--- src/rtl/div_pkg.sv ---
// ============================================================================
// div_pkg : shared types and constants for the div_sched divider block
// Rev 1.0 : initial release
// ============================================================================
`default_nettype none

package div_pkg;

  localparam int DVD_W     = 16;
  localparam int DVS_W     = 8;
  localparam int QUO_W     = 8;
  localparam int REM_W     = 8;
  localparam int DIV_STEPS = 16;
  localparam int STEP_W    = 4;
  localparam int WORK_W    = REM_W + DVD_W;

  localparam logic ID_A = 1'b0;
  localparam logic ID_B = 1'b1;

  typedef enum logic [1:0] {
    ST_IDLE = 2'd0,
    ST_RUN  = 2'd1,
    ST_FIN  = 2'd2
  } state_e;

  // Anything above the reported quotient width means the result was truncated.
  function automatic logic quo_overflow(input logic [DVD_W-1:0] quo);
    return |quo[DVD_W-1:QUO_W];
  endfunction

endpackage

`default_nettype wire

--- src/rtl/div_core.sv ---
// ============================================================================
// div_core : restoring shift-subtract datapath, one quotient bit per step
// Rev 1.0 : initial release
// ============================================================================
`default_nettype none

module div_core
  import div_pkg::*;
(
  input  logic             clk_i,
  input  logic             rst_i,
  input  logic             load_i,
  input  logic             step_i,
  input  logic [DVD_W-1:0] dividend_i,
  input  logic [DVS_W-1:0] divisor_i,
  output logic [DVD_W-1:0] quo_o,
  output logic [REM_W-1:0] rem_o,
  output logic             last_o
);

  logic [WORK_W-1:0] work_q, work_d;
  logic [DVS_W-1:0]  divisor_q, divisor_d;
  logic [STEP_W-1:0] step_q, step_d;

  logic [REM_W:0]    w_partial;
  logic [REM_W:0]    w_diff;
  logic              w_ge;

  // The shifted remainder needs one extra bit: 2*rem+1 can exceed 255
  // even though rem itself always stays below the divisor.
  assign w_partial = {work_q[WORK_W-1:DVD_W], work_q[DVD_W-1]};
  assign w_diff    = w_partial - {1'b0, divisor_q};
  assign w_ge      = (w_partial >= {1'b0, divisor_q});

  always_comb begin
    work_d    = work_q;
    divisor_d = divisor_q;
    step_d    = step_q;
    if (load_i) begin
      work_d    = {{REM_W{1'b0}}, dividend_i};
      divisor_d = divisor_i;
      step_d    = '0;
    end else if (step_i) begin
      work_d = {(w_ge ? w_diff[REM_W-1:0] : w_partial[REM_W-1:0]),
                work_q[DVD_W-2:0], w_ge};
      step_d = step_q + 1'b1;
    end
  end

  always_ff @(posedge clk_i or posedge rst_i) begin
    if (rst_i) begin
      work_q    <= '0;
      divisor_q <= '0;
      step_q    <= '0;
    end else begin
      work_q    <= work_d;
      divisor_q <= divisor_d;
      step_q    <= step_d;
    end
  end

  assign quo_o  = work_q[DVD_W-1:0];
  assign rem_o  = work_q[WORK_W-1:DVD_W];
  assign last_o = step_i && (step_q == STEP_W'(DIV_STEPS - 1));

endmodule

`default_nettype wire

--- src/rtl/div_sched.sv ---
// ============================================================================
// div_sched : two-requester round-robin scheduler around a 16/8 divider
// Rev 1.0 : initial release
// ============================================================================
`default_nettype none

module div_sched
  import div_pkg::*;
#(
  parameter int unsigned DZ_FAST = 1
) (
  input  logic             CLK_1ms,
  input  logic             RST,
  input  logic             REQ_A,
  input  logic [DVD_W-1:0] DIVIDEND_A,
  input  logic [DVS_W-1:0] DIVISOR_A,
  output logic             ACK_A,
  input  logic             REQ_B,
  input  logic [DVD_W-1:0] DIVIDEND_B,
  input  logic [DVS_W-1:0] DIVISOR_B,
  output logic             ACK_B,
  output logic             BUSY,
  output logic             DONE,
  output logic             DONE_ID,
  output logic [QUO_W-1:0] QUOTIENT,
  output logic [REM_W-1:0] REMAINDER,
  output logic             DZ,
  output logic             DO
);

  state_e            state_q, state_d;
  logic              last_q, last_d;
  logic              owner_q, owner_d;
  logic              zero_q, zero_d;
  logic              ack_a_q, ack_a_d;
  logic              ack_b_q, ack_b_d;
  logic              done_q, done_d;
  logic              done_id_q, done_id_d;
  logic [QUO_W-1:0]  quo_q, quo_d;
  logic [REM_W-1:0]  rem_q, rem_d;
  logic              dz_q, dz_d;
  logic              do_q, do_d;

  logic              w_req_any;
  logic              w_gnt_b;
  logic [DVD_W-1:0]  w_dvd;
  logic [DVS_W-1:0]  w_dvs;
  logic              w_zero;
  logic              w_load;
  logic              w_step;
  logic              w_last;
  logic [DVD_W-1:0]  w_core_quo;
  logic [REM_W-1:0]  w_core_rem;

  // B wins only when A is idle or A held the previous grant.
  assign w_req_any = REQ_A | REQ_B;
  assign w_gnt_b   = REQ_B && (!REQ_A || (last_q == ID_A));
  assign w_dvd     = w_gnt_b ? DIVIDEND_B : DIVIDEND_A;
  assign w_dvs     = w_gnt_b ? DIVISOR_B  : DIVISOR_A;
  assign w_zero    = (w_dvs == '0);
  assign w_load    = (state_q == ST_IDLE) && w_req_any;
  assign w_step    = (state_q == ST_RUN);

  div_core u_core (
    .clk_i      (CLK_1ms),
    .rst_i      (RST),
    .load_i     (w_load),
    .step_i     (w_step),
    .dividend_i (w_dvd),
    .divisor_i  (w_dvs),
    .quo_o      (w_core_quo),
    .rem_o      (w_core_rem),
    .last_o     (w_last)
  );

  always_comb begin
    state_d   = state_q;
    last_d    = last_q;
    owner_d   = owner_q;
    zero_d    = zero_q;
    ack_a_d   = 1'b0;
    ack_b_d   = 1'b0;
    done_d    = 1'b0;
    done_id_d = done_id_q;
    quo_d     = quo_q;
    rem_d     = rem_q;
    dz_d      = dz_q;
    do_d      = do_q;
    case (state_q)
      ST_IDLE: begin
        if (w_req_any) begin
          last_d  = w_gnt_b ? ID_B : ID_A;
          owner_d = w_gnt_b ? ID_B : ID_A;
          zero_d  = w_zero;
          ack_a_d = !w_gnt_b;
          ack_b_d = w_gnt_b;
          state_d = ((DZ_FAST != 0) && w_zero) ? ST_FIN : ST_RUN;
        end
      end
      ST_RUN: begin
        if (w_last) begin
          state_d = ST_FIN;
        end
      end
      ST_FIN: begin
        state_d   = ST_IDLE;
        done_d    = 1'b1;
        done_id_d = owner_q;
        if (zero_q) begin
          quo_d = '0;
          rem_d = '0;
          dz_d  = 1'b1;
          do_d  = 1'b0;
        end else begin
          quo_d = w_core_quo[QUO_W-1:0];
          rem_d = w_core_rem;
          dz_d  = 1'b0;
          do_d  = quo_overflow(w_core_quo);
        end
      end
      default: begin
        state_d = ST_IDLE;
      end
    endcase
  end

  always_ff @(posedge CLK_1ms or posedge RST) begin
    if (RST) begin
      state_q   <= ST_IDLE;
      last_q    <= ID_B;
      owner_q   <= ID_A;
      zero_q    <= 1'b0;
      ack_a_q   <= 1'b0;
      ack_b_q   <= 1'b0;
      done_q    <= 1'b0;
      done_id_q <= 1'b0;
      quo_q     <= '0;
      rem_q     <= '0;
      dz_q      <= 1'b0;
      do_q      <= 1'b0;
    end else begin
      state_q   <= state_d;
      last_q    <= last_d;
      owner_q   <= owner_d;
      zero_q    <= zero_d;
      ack_a_q   <= ack_a_d;
      ack_b_q   <= ack_b_d;
      done_q    <= done_d;
      done_id_q <= done_id_d;
      quo_q     <= quo_d;
      rem_q     <= rem_d;
      dz_q      <= dz_d;
      do_q      <= do_d;
    end
  end

  assign ACK_A     = ack_a_q;
  assign ACK_B     = ack_b_q;
  assign BUSY      = (state_q != ST_IDLE);
  assign DONE      = done_q;
  assign DONE_ID   = done_id_q;
  assign QUOTIENT  = quo_q;
  assign REMAINDER = rem_q;
  assign DZ        = dz_q;
  assign DO        = do_q;

endmodule

`default_nettype wire
--- config.mk ---
export PLATFORM = sky130hd
export DESIGN_NAME = div_sched
export DESIGN_NICKNAME = d
export VERILOG_FILES = /design/src/rtl/div_pkg.sv /design/src/rtl/div_core.sv /design/src/rtl/div_sched.sv
export SDC_FILE = /design/constraint.sdc
export NUM_CORES = 1
export LEC_CHECK = 0
export ABC_AREA = 1
export BUFFER_PORTS_ARGS = -buffer_cell sky130_fd_sc_hd__buf_4
export CORE_MARGIN = 4
export CORE_UTILIZATION = 35
export CTS_CLUSTER_SIZE = 20
export DETAILED_ROUTE_END_ITERATION = 8
export GPL_TIMING_DRIVEN = 0
export HOLD_SLACK_MARGIN = 0.15
export PLACE_DENSITY_LB_ADDON = 0.05
export SYNTH_ARGS = -nofsm -noshare
export SYNTH_HDL_FRONTEND = slang
export SYNTH_SLANG_ARGS = --single-unit
--- constraint.sdc ---
create_clock -name CLK_1ms -period 6.2 [get_ports CLK_1ms]
set_input_delay 1.24 -clock CLK_1ms [delete_from_list [all_inputs] [get_ports CLK_1ms]]
set_output_delay 1.24 -clock CLK_1ms [all_outputs]
set_load 0.1 [all_outputs]
* Word level (Yosys, flattened, before mapping)
Index checks and enable logic that the tools add are counted.
** Storage, ports and cells
- Input bits :: 52
- Output and inout bits :: 23
- Memory bits (read-only) :: 0
- Word-level logic and storage cells :: 59
- Flip-flop bits (word level) :: 63
- Bits in writable memories :: 0
- Latch bits :: 0
- Memories :: 0
** Operators by class
- $mul :: 0
- Shifts and indexed selects :: 0
- Eq/ne operators :: 5
- Add/sub/neg operators :: 2
- Reduce and logical (&&, ||, !) cells :: 13
- Divide/modulo/power cells :: 0
- Bitwise logic cells :: 2
- Magnitude comparators :: 1
- Mux-type cells :: 21
** Operators by type and width (count)
- $mux 24 :: 2
- $mux 8 :: 4
- $mux 16 :: 1
- $ge 9x8->1 :: 1
- $logic_not 8->1 :: 1
- $mux 1 :: 8
- $mux 4 :: 2
- $reduce_or 8->1 :: 1
- $sub 8x8->8 :: 1
- $mux 2 :: 3
- $add 4x1->4 const B :: 1
- $eq 4x4->1 const B :: 1
- $ne 2x2->1 const B :: 2
- $pmux 2 s2 :: 1
- $reduce_and 2->1 :: 2
- $reduce_bool 2->1 :: 2
- $logic_and 1x1->1 :: 3
- $eq 2x1->1 const B :: 1
- $eq 2x2->1 const B :: 1
- $logic_not 1->1 :: 2
- $logic_not 2->1 :: 1
- $logic_or 1x1->1 :: 1
- $not 1->1 :: 1
- $or 1x1->1 :: 1

* Depth between registers and ports, before layout
Gate-level depths: netlist (run 1).
- Depth after elaboration :: 8
- Mapped depth :: 12
- Gate-level depth less buffers :: 12

* Hierarchy
From an unflattened synthesis (run 1), not the netlist that was laid out.
** Second synthesis, totals
- Cell total of the unflattened synthesis :: 455
- Area total of the unflattened synthesis :: 3572.2 um2
** Modules (own cells, without submodules)
- div_core :: sequential area each 900.9 um2, cells each 268, times used 1, area each 2068.2 um2
- div_sched :: sequential area each 676.9 um2, cells each 187, times used 1, area each 1503.9 um2

* Least setup slack after synthesis (run 1)
No wires, ideal clock.
- Path kind :: register to output
- From :: register state_q[1]
- To :: output port BUSY
- Required time :: 4960 ps
- Setup slack :: 3931 ps
- Buffers on the path :: 0
- Data arrival time :: 1029 ps
- Cell stages (with the launch flop) :: 3
- Cells stage by stage :: dfrtp_1 -> nor2_1 -> inv_1
** Between the ends
- Longest elaborated chain between the ends :: 1
** RTL lines
- from (decl) :: line div_sched.sv:31 : state_e state_q, state_d;
- from (signal assigned) :: line div_sched.sv:142 : state_q <= state_d;
- $reduce_bool 2->1 :: line div_sched.sv:159 : assign BUSY = (state_q != ST_IDLE);
- to (decl) :: line div_sched.sv:22 : output logic BUSY,
Every way passes these cells.

* Final worst setup path (run 1)
Same ends and word-level chain as after synthesis.

==> impl_results.md, run 1 <==
* Share of cells above drive strength 1 at 0.239
* Cell Chain, Critical Path: nor2_1, inv_1, buf_4
* Slew margin rel. at 0.647
* GRT Total Usage at 0.161
* Setup CP Type: reg -> out
* Max Cap Viol at 0
* Max FO, Critical Path at 3
* Worst stage delay on the critical path at 0.41 ns
* Fin crit share at 0.400
* Arrival time worst endpoint at 1.24 ns
* Cell count after placement at 636
* Post-CTS Setup Bufs at 0
* Fill cell count at 961
* Worst hold path startpoint: last_q
* Total wire length at 8.63 mm
* Die W at 106 um
* Startpoint Class: flop
* Largest net degree at the start of global routing at 41
* Register area share after synthesis at 0.465
* Vias per cell at 4.69
* Final Max Tran Viols at 0
* Cts hold-fix bufs at 0
* Starting Density at 0.364
* Drt wl/cell at 13.2 um
* Grt ovf at 0
* FF-to-FF Start: u_core.divisor_q[6]
* Synth Flop Type: dfrtp_1
* Vias in the first global route at 2982
* Multi-input gate area at 1510 sq um
* Die height at 106 um
* Max stage delay cell, worst path: dfrtp_1
* Final number of hold-violating endpoints at 0
* Tightest Pin Transition at 0.529 ns
* Most frequent cells in the layout: nand2_1 (137), buf_4 (77), dfrtp_1 (62)
* Register area at 1580 sq um
* Worst-Skew Late Latency at 0.35 ns
* Final ANT Viol Nets at 0
* Worst setup path start: state_q[1]
* Netlist cell types at 31
* Clock H-tree levels at 3
* Clock sinks at 63
* HPWL Detailed at 6.74 mm
* Cell Area, Synth at 3390 sq um
* Drt first pass iters at 4
* RSZ-0062 raised after global routing: no
* Skew final at 0.00724 ns
* Outcome: completed
* Critical Path RT at 4.96 ns
* # resized after CTS at 0
* Fmax at 0.403 GHz
* Post-synth ARST share at 1.00
* Root Buffer: clkbuf_8
* Worst-case clock buffer depth at 2
* Most common cell after layout, fill and taps aside: nand2_1
* DIE AREA at 11300 sq um
* CTS Buf Count at 9
* P&R area growth vs syn at 29.7%
* Final setup vio count at 0
* Syn. warnings at 0
* Post-route DRC at 0
* Synthesized instance count at 432
* Synth Register Bits at 63
* First-pass GRT wire length at 14.4 mm
* Rows at 35
* Fin crit period at 2.48 ns
* Sum Neg Setup Slack at 0 ns
* Core area at 9330 sq um
* Non-filler cells, final at 652
* IO Port Bufs at 74
* Ports at 75
* Number of enable flip-flop cells after synthesis at 0
* Crit. End Element: output port
* Reg clk slew, reported paths at 0.07 ns
* Drt first-iter violations at 120
* Nets at 580
* Hold WC Path Type: reg -> reg
* Initial antenna violation count at 0
* Gpl congestion at 0.835
* Number of diodes at 0
* CTS tree: built
* Mean Syn Cell Area at 7.85 sq um
* Synthesized Nets at 494
* Detailed-route via count at 3057
[critical path: cells and delay by family, from the launching register on]
kind | cells | cell delay (ns)
buf+inv | 2 | 0.31
flops | 1 | 0.41
simple gates | 1 | 0.18
[synth_stat cells, types with 3 or more instances]
cell type | n | area [sq um]
nor2_2 | 3 | 18.8
o21ai_0 | 23 | 115
buf_2 | 8 | 40.0
o21ai_1 | 24 | 120
ha_1 | 9 | 113
a21oi_1 | 34 | 170
nand3_1 | 23 | 115
nand2_4 | 3 | 33.8
nand4_1 | 3 | 18.8
dfrtp_1 | 62 | 1550
buf_4 | 3 | 22.5
clkbuf_1 | 3 | 11.3
a22o_1 | 10 | 87.6
nand2_2 | 4 | 25.0
inv_1 | 46 | 173
nor2_1 | 16 | 60.1
nand2_1 | 137 | 514
buf_6 | 4 | 45.0
[flip-flops by register name, summed over array words and instances, names as in the netlist]
| signal | count |
|---|---|
| DONE_ID | 1 |
| ACK_B | 1 |
| ACK_A | 1 |
| QUOTIENT | 8 |
| owner_q | 1 |
| state_q | 2 |
| u_core.work_q | 24 |
| DO | 1 |
| u_core.step_q | 4 |
| last_q | 1 |
| REMAINDER | 8 |
| DONE | 1 |
| DZ | 1 |
| u_core.divisor_q | 8 |
| zero_q | 1 |
[area by class of cell]
cell class	count	area share
Inverter	49	0.0424
Clock buffer	9	0.0282
Sequential cell	63	0.359
Tap cell	129	0.0367
Clock inverter	7	0.0330
Timing Repair Buffer	75	0.131
Multi-Input combinational cell	302	0.343
Buffer	18	0.0270
[cell families after synthesis]
kind of cell	Yosys count	synth area share
AND/OR/NAND/NOR	194	0.242
AO/OA/AOI/OAI	95	0.156
buffers and inverters	67	0.0900
flip-flops	63	0.465
adder cells (fa/ha/maj)	10	0.0391
XOR/XNOR	3	0.00775
[metal layers]
| metal | up-vias | global-route usage | part of all wire | wire [um] |
|---|---|---|---|---|
| met1 | 1410 | 0.227 | 0.48 | 4150 |
| met3 | 11 | 0.0407 | 0.050 | 430 |
| met2 | 62 | 0.245 | 0.46 | 3950 |
| met4 | 0 | 0.0411 | 0.011 | 99 |
| li1 | 1574 | - | - | - |
| met5 | - | 0 | 0 | 0 |
[metrics by stage]
step / setup WS, ns / instance area [sq um] / hold slack [ns] / utilization
final: 3.72 / 4400 / 0.484 / 0.471
after global routing: 3.64 / 4400 / 0.516 / 0.471
after CTS: 3.69 / 4400 / 0.488 / 0.471
after detailed placement: 3.69 / 4130 / 0.475 / 0.443
after global placement: 2.53 / 4110 / 0.467 / 0.441
after floorplan: 3.39 / 3390 / 0.447 / -
[worst paths after layout]
| kind | cells past startpoint | slack, ns | to |
|---|---|---|---|
| setup / recovery | 3 | 3.72 | BUSY |
| hold / removal | 2 | 0.48 | last_q |
| setup reg to reg | 10 | 4.24 | u_core.work_q[0] |
| hold reg to reg | 2 | 0.48 | last_q |
| max in group asynchronous | 3 | 4.61 | last_q |
| min in group asynchronous | 2 | 0.93 | QUOTIENT[6] |
Power of run 1 is left out: the tool's default activity adds up to more than one toggle a clock period on the data nets, which glitch-free logic cannot reach.
==> inputs of run 2 (changes only) <==
==> constraint.sdc (replaced) <==
create_clock -name CLK_1ms -period 2.18 [get_ports CLK_1ms]
set_input_delay 0.436 -clock CLK_1ms [delete_from_list [all_inputs] [get_ports CLK_1ms]]
set_output_delay 0.436 -clock CLK_1ms [all_outputs]
set_load 0.1 [all_outputs]
==> impl_results.md, run 2 (synthesis results as in run 1) <==
* Outcome: completed
* IO Port Bufs at 74 (unchanged)
* Reg2reg setup slack at 0.24 ns (-4.00 ns)
* Fin crit share at 0.890
* Post-CTS Setup Bufs at 0 (unchanged)
* Crit. End Element: flop
* P&R area growth vs syn at 30.0%
* Starting Density at 0.364 (unchanged)
* Max FO, Critical Path at 9 (+6)
* Initial antenna violation count at 0 (unchanged)
* Final Max Tran Viols at 0 (unchanged)
* Root Buffer: clkbuf_8
* Tightest Pin Transition at 0.528 ns (-0.000387 ns)
* Largest net degree at the start of global routing at 41 (unchanged)
* Die height at 106 um (unchanged)
* Worst-Skew Late Latency at 0.35 ns (about the same)
* CTS Buf Count at 9 (unchanged)
* Final number of hold-violating endpoints at 0 (unchanged)
* DIE AREA at 11300 sq um (unchanged)
* Clock sinks at 63 (unchanged)
* Rows at 35 (unchanged)
* Critical path buffer and inverter count at 1 (-1)
* Arrival time worst endpoint at 2.16 ns (+0.92 ns)
* GRT Total Usage at 0.161 (unchanged)
* Cts hold-fix bufs at 1 (+1)
* First-pass GRT wire length at 14.4 mm (unchanged)
* Fill cell count at 960 (-0.10%)
* CTS tree: built
* FF-to-FF Start: u_core.divisor_q[6]
* Slew margin rel. at 0.647 (about the same)
* HPWL Detailed at 6.74 mm (unchanged)
* Reg clk slew, reported paths at 0.07 ns (about the same)
* Fmax at 0.516 GHz
* Hold Path Depth at 3 (+1)
* Startpoint Class: flop
* Worst stage delay on the critical path at 0.39 ns (-0.02 ns)
* Worst slack, placed at 0.251 ns (-3.44 ns)
* Worst-case clock buffer depth at 2 (unchanged)
* Non-filler cells, final at 653 (+0.15%)
* Skew final at 0.00722 ns (-0.0000178 ns)
* Number of diodes at 0 (unchanged)
* Worst hold path startpoint: DIVISOR_B[2]
* Total wire length at 8.64 mm (about the same)
* Clock H-tree levels at 3 (unchanged)
* Drt wl/cell at 13.2 um (about the same)
* Share of cells above drive strength 1 at 0.239 (-0.000456)
* RSZ-0062 raised after global routing: no
* Gpl congestion at 0.835 (unchanged)
* Reg with most FFs: u_core.work_q
* Critical Path RT at 2.41 ns (-2.55 ns)
* Final setup vio count at 0 (unchanged)
* Most frequent cells in the layout: nand2_1 (137), buf_4 (77), dfrtp_1 (62)
* Post-route DRC at 0 (unchanged)
* Final ANT Viol Nets at 0 (unchanged)
* Core area at 9330 sq um (unchanged)
* Setup CP Type: reg -> reg
* Hold WS at 0.403 ns (-0.0811 ns)
* Detailed-route via count at 3057 (unchanged)
* Nets at 581 (+0.17%)
* Hold Path End: u_core.divisor_q[2]
* # resized after CTS at 0 (unchanged)
* Die W at 106 um (unchanged)
* Setup ws final at 0.240 ns (-3.48 ns)
* Cell count after placement at 636 (unchanged)
* Drt first pass iters at 5 (+1)
* Grt ovf at 0 (unchanged)
* Layout Utilization at 0.473 (+0.00107)
* Max stage delay cell, worst path: nor2_2
* Cell Chain, Critical Path: inv_1, ha_1, nand2_1, nand2_1, nand2_1, nand2_1, nor2_2, nand2_4, nor2_1, o21ai_1
* R2R depth at 10 (unchanged)
* Crit Reg-Reg Endpoint: u_core.work_q[0]
* Most common cell after layout, fill and taps aside: nand2_1
* Crit path top cell by count: nand2_1
* Family with the most delay on the worst path: simple AND/OR/NAND/NOR gates
* Fin crit period at 1.94 ns
* Vias per cell at 4.68 (-0.15%)
* Vias in the first global route at 2982 (unchanged)
* Ports at 75 (unchanged)
* Largest register FFs at 24 (unchanged)
* Hold WC Path Type: in -> reg
* Drt first-iter violations at 107 (-11%)
* Max Cap Viol at 0 (unchanged)
run 2: cell types whose count changed in the layout (fill, tap and decap cells not counted), sizes merged:
cell / previous run / this run
dlygate4sd3: 0 / 1
run 2: layer usage:
metal  vias to the layer above  global-route usage  part of all wire
li1                       1575                   -                 -
met3                        11              0.0407             0.048
met2                        62               0.245              0.46
met1                      1409               0.227              0.48
met5                         -                   0                 0
met4                         0              0.0411             0.011
run 2: area by class of cell:
| class | count | area, sq um | share of cell area |
|---|---|---|---|
| tap | 129 | 161 | 0.0366 |
| clock inverter | 7 | 145 | 0.0329 |
| clock buffer | 9 | 124 | 0.0281 |
| multi-input combinational | 302 | 1510 | 0.342 |
| sequential | 63 | 1580 | 0.358 |
| timing repair buffer | 76 | 586 | 0.133 |
| buffer | 18 | 119 | 0.0270 |
| inverter | 49 | 186 | 0.0423 |
run 2: worst max-delay path by stage:
stage,from,to,cells after the start
finish,u_core.divisor_q[6],u_core.work_q[0],10
global route,u_core.divisor_q[6],u_core.work_q[0],10
CTS,u_core.divisor_q[6],u_core.work_q[0],10
detailed placement,u_core.divisor_q[6],u_core.work_q[0],10
global placement,RST,u_core.divisor_q[3],2
floorplan,RST,ACK_A,1
run 2: through the flow:
step                      setup TNS, ns  area, sq um
final                                 0         4410
after global routing                  0         4410
after CTS                             0         4410
after detailed placement              0         4130
after global placement           -42.35         4110
after floorplan                       0         3390
run 2: worst register-to-register path, cell delays in order (launching register included):
cell,delay (ns)
dfrtp_1,0.36
inv_1,0.07
ha_1,0.36
nand2_1,0.09
nand2_1,0.07
nand2_1,0.06
nand2_1,0.06
nor2_2,0.39
nand2_4,0.16
nor2_1,0.14
o21ai_1,0.07
Power of run 2 is left out for the same reason.
==> inputs of run 3 (changes only) <==
--- a/config.mk
+++ b/config.mk
@@ -14,6 +14,7 @@
 export GPL_TIMING_DRIVEN = 0
 export HOLD_SLACK_MARGIN = 0.15
 export PLACE_DENSITY_LB_ADDON = 0.05
+export RECOVER_POWER = 25
 export SYNTH_ARGS = -nofsm -noshare
 export SYNTH_HDL_FRONTEND = slang
 export SYNTH_SLANG_ARGS = --single-unit
==> impl_results.md, run 3 (synthesis results as in run 1) <==
* Final number of hold-violating endpoints at 0 (unchanged)
* Worst-case clock buffer depth at 2 (unchanged)
* Outcome: completed
* Fill cell count at 960 (unchanged)
* Most frequent cells in the layout: nand2_1 (137), buf_4 (75), dfrtp_1 (62)
* Setup CP Type: reg -> reg
* R2R depth at 10 (unchanged)
* Fmax at 0.518 GHz (+0.42%)
* Arrival time worst endpoint at 2.15 ns (about the same)
* Worst-Skew Late Latency at 0.34 ns (about the same)
* Reg with most FFs: u_core.work_q
* Drt wl/cell at 13.2 um (-0.32%)
* Max FO, Critical Path at 9 (unchanged)
* Startpoint Class: flop
* Most common cell after layout, fill and taps aside: nand2_1
* Vias in the first global route at 2982 (unchanged)
* Met2 GRT Util at 0.245 (unchanged)
* Met3 usage at 0.0407 (unchanged)
* Cell count after placement at 636 (unchanged)
* Slew margin rel. at 0.367 (-0.280)
* CTS tree: built
* Hold Path Depth at 3 (unchanged)
* Non-filler cells, final at 653 (unchanged)
* Final ANT Viol Nets at 0 (unchanged)
* Final setup vio count at 0 (unchanged)
* GR peak layer: met2
* DIE AREA at 11300 sq um (unchanged)
* Drt first-iter violations at 104 (-2.8%)
* # resized after CTS at 0 (unchanged)
* Tightest Pin Transition at 0.949 ns (+0.420 ns)
* Starting Density at 0.364 (unchanged)
* Post-route DRC at 0 (unchanged)
* IO Port Bufs at 74 (unchanged)
* Number of diodes at 0 (unchanged)
* Crit. End Element: flop
* Root Buffer: clkbuf_8
* Drt first pass iters at 5 (unchanged)
* GRT Total Usage at 0.161 (unchanged)
* Nets at 581 (unchanged)
* Clock sinks at 63 (unchanged)
* Sum Neg Setup Slack at 0 ns (unchanged)
* Final Max Tran Viols at 0 (unchanged)
* RSZ-0062 raised after global routing: no
* Skew final at 0.00781 ns (+0.000590 ns)
* Max Cap Viol at 0 (unchanged)
* Gpl congestion at 0.835 (unchanged)
* Fin crit share at 0.886 (-0.00374)
* Fin crit period at 1.93 ns (-0.00815 ns)
* Core area at 9330 sq um (unchanged)
* Total wire length at 8.61 mm (-0.32%)
* Largest register FFs at 24 (unchanged)
* CTS Buf Count at 9 (unchanged)
* Grt ovf at 0 (unchanged)
* Reg2reg setup slack at 0.25 ns (about the same)
* Reg clk slew, reported paths at 0.07 ns (about the same)
* Ports at 75 (unchanged)
* HPWL Detailed at 6.74 mm (unchanged)
* Hold WC Path Type: in -> reg
* Met1 Track Usage GR at 0.227 (unchanged)
* Vias per cell at 4.68 (unchanged)
* Share of cells above drive strength 1 at 0.233 (-0.00573)
* Detailed-route via count at 3057 (unchanged)
* Largest net degree at the start of global routing at 41 (unchanged)
* P&R area growth vs syn at 29.8%
* Clock H-tree levels at 3 (unchanged)
* First-pass GRT wire length at 14.4 mm (unchanged)
* Die W at 106 um (unchanged)
* Rows at 35 (unchanged)
* Die height at 106 um (unchanged)
* Critical Path RT at 2.40 ns (about the same)
* Initial antenna violation count at 0 (unchanged)
==> run 3: metrics by stage <==
step                      cell area [sq um]   util  setup WS (ns)  hold WS, ns
after floorplan                        3390      -          0.176        0.447
after global placement                 4110  0.441         -0.686        0.467
after detailed placement               4130  0.443          0.251        0.475
after CTS                              4410  0.473          0.238        0.395
after global routing                   4400  0.472         0.0321        0.421
final                                  4400  0.472          0.248        0.409
==> run 3: critical path, cell delays in order, from the launching register on <==
cell and delay [ns]:
dfrtp_1 0.36, inv_1 0.07, ha_1 0.36, nand2_1 0.09
nand2_1 0.07, nand2_1 0.06, nand2_1 0.06, nor2_2 0.38
nand2_4 0.16, nor2_1 0.14, o21ai_1 0.07
==> run 3: worst paths after layout <==
check	start	to
hold reg to reg	last_q	last_q
setup / recovery	u_core.divisor_q[6]	u_core.work_q[0]
min in group asynchronous	RST	QUOTIENT[6]
setup reg to reg	u_core.divisor_q[6]	u_core.work_q[0]
hold / removal	DIVISOR_B[2]	u_core.divisor_q[2]
max in group asynchronous	RST	last_q
==> run 3: layout make-up <==
type                       instances  area, sq um  share of cell area
buffer                            18          118              0.0267
timing repair buffer              76          586               0.133
clock buffer                       9          124              0.0281
clock inverter                     7          145              0.0330
inverter                          49          186              0.0423
sequential                        63         1580               0.358
tap                              129          161              0.0367
multi-input combinational        302         1510               0.342
==> run 3: timing repair <==
action	4_1_cts	5_1_grt
buffers inserted	0	0
hold buffers	1	0
hold endpoints to repair	23	0
==> run 3: metal layers <==
metal	routed length (um)	vias to the layer above
li1	-	1574
met5	0	-
met4	88	0
met3	403	10
met2	3970	66
met1	4150	1407
Power of run 3 is left out for the same reason.
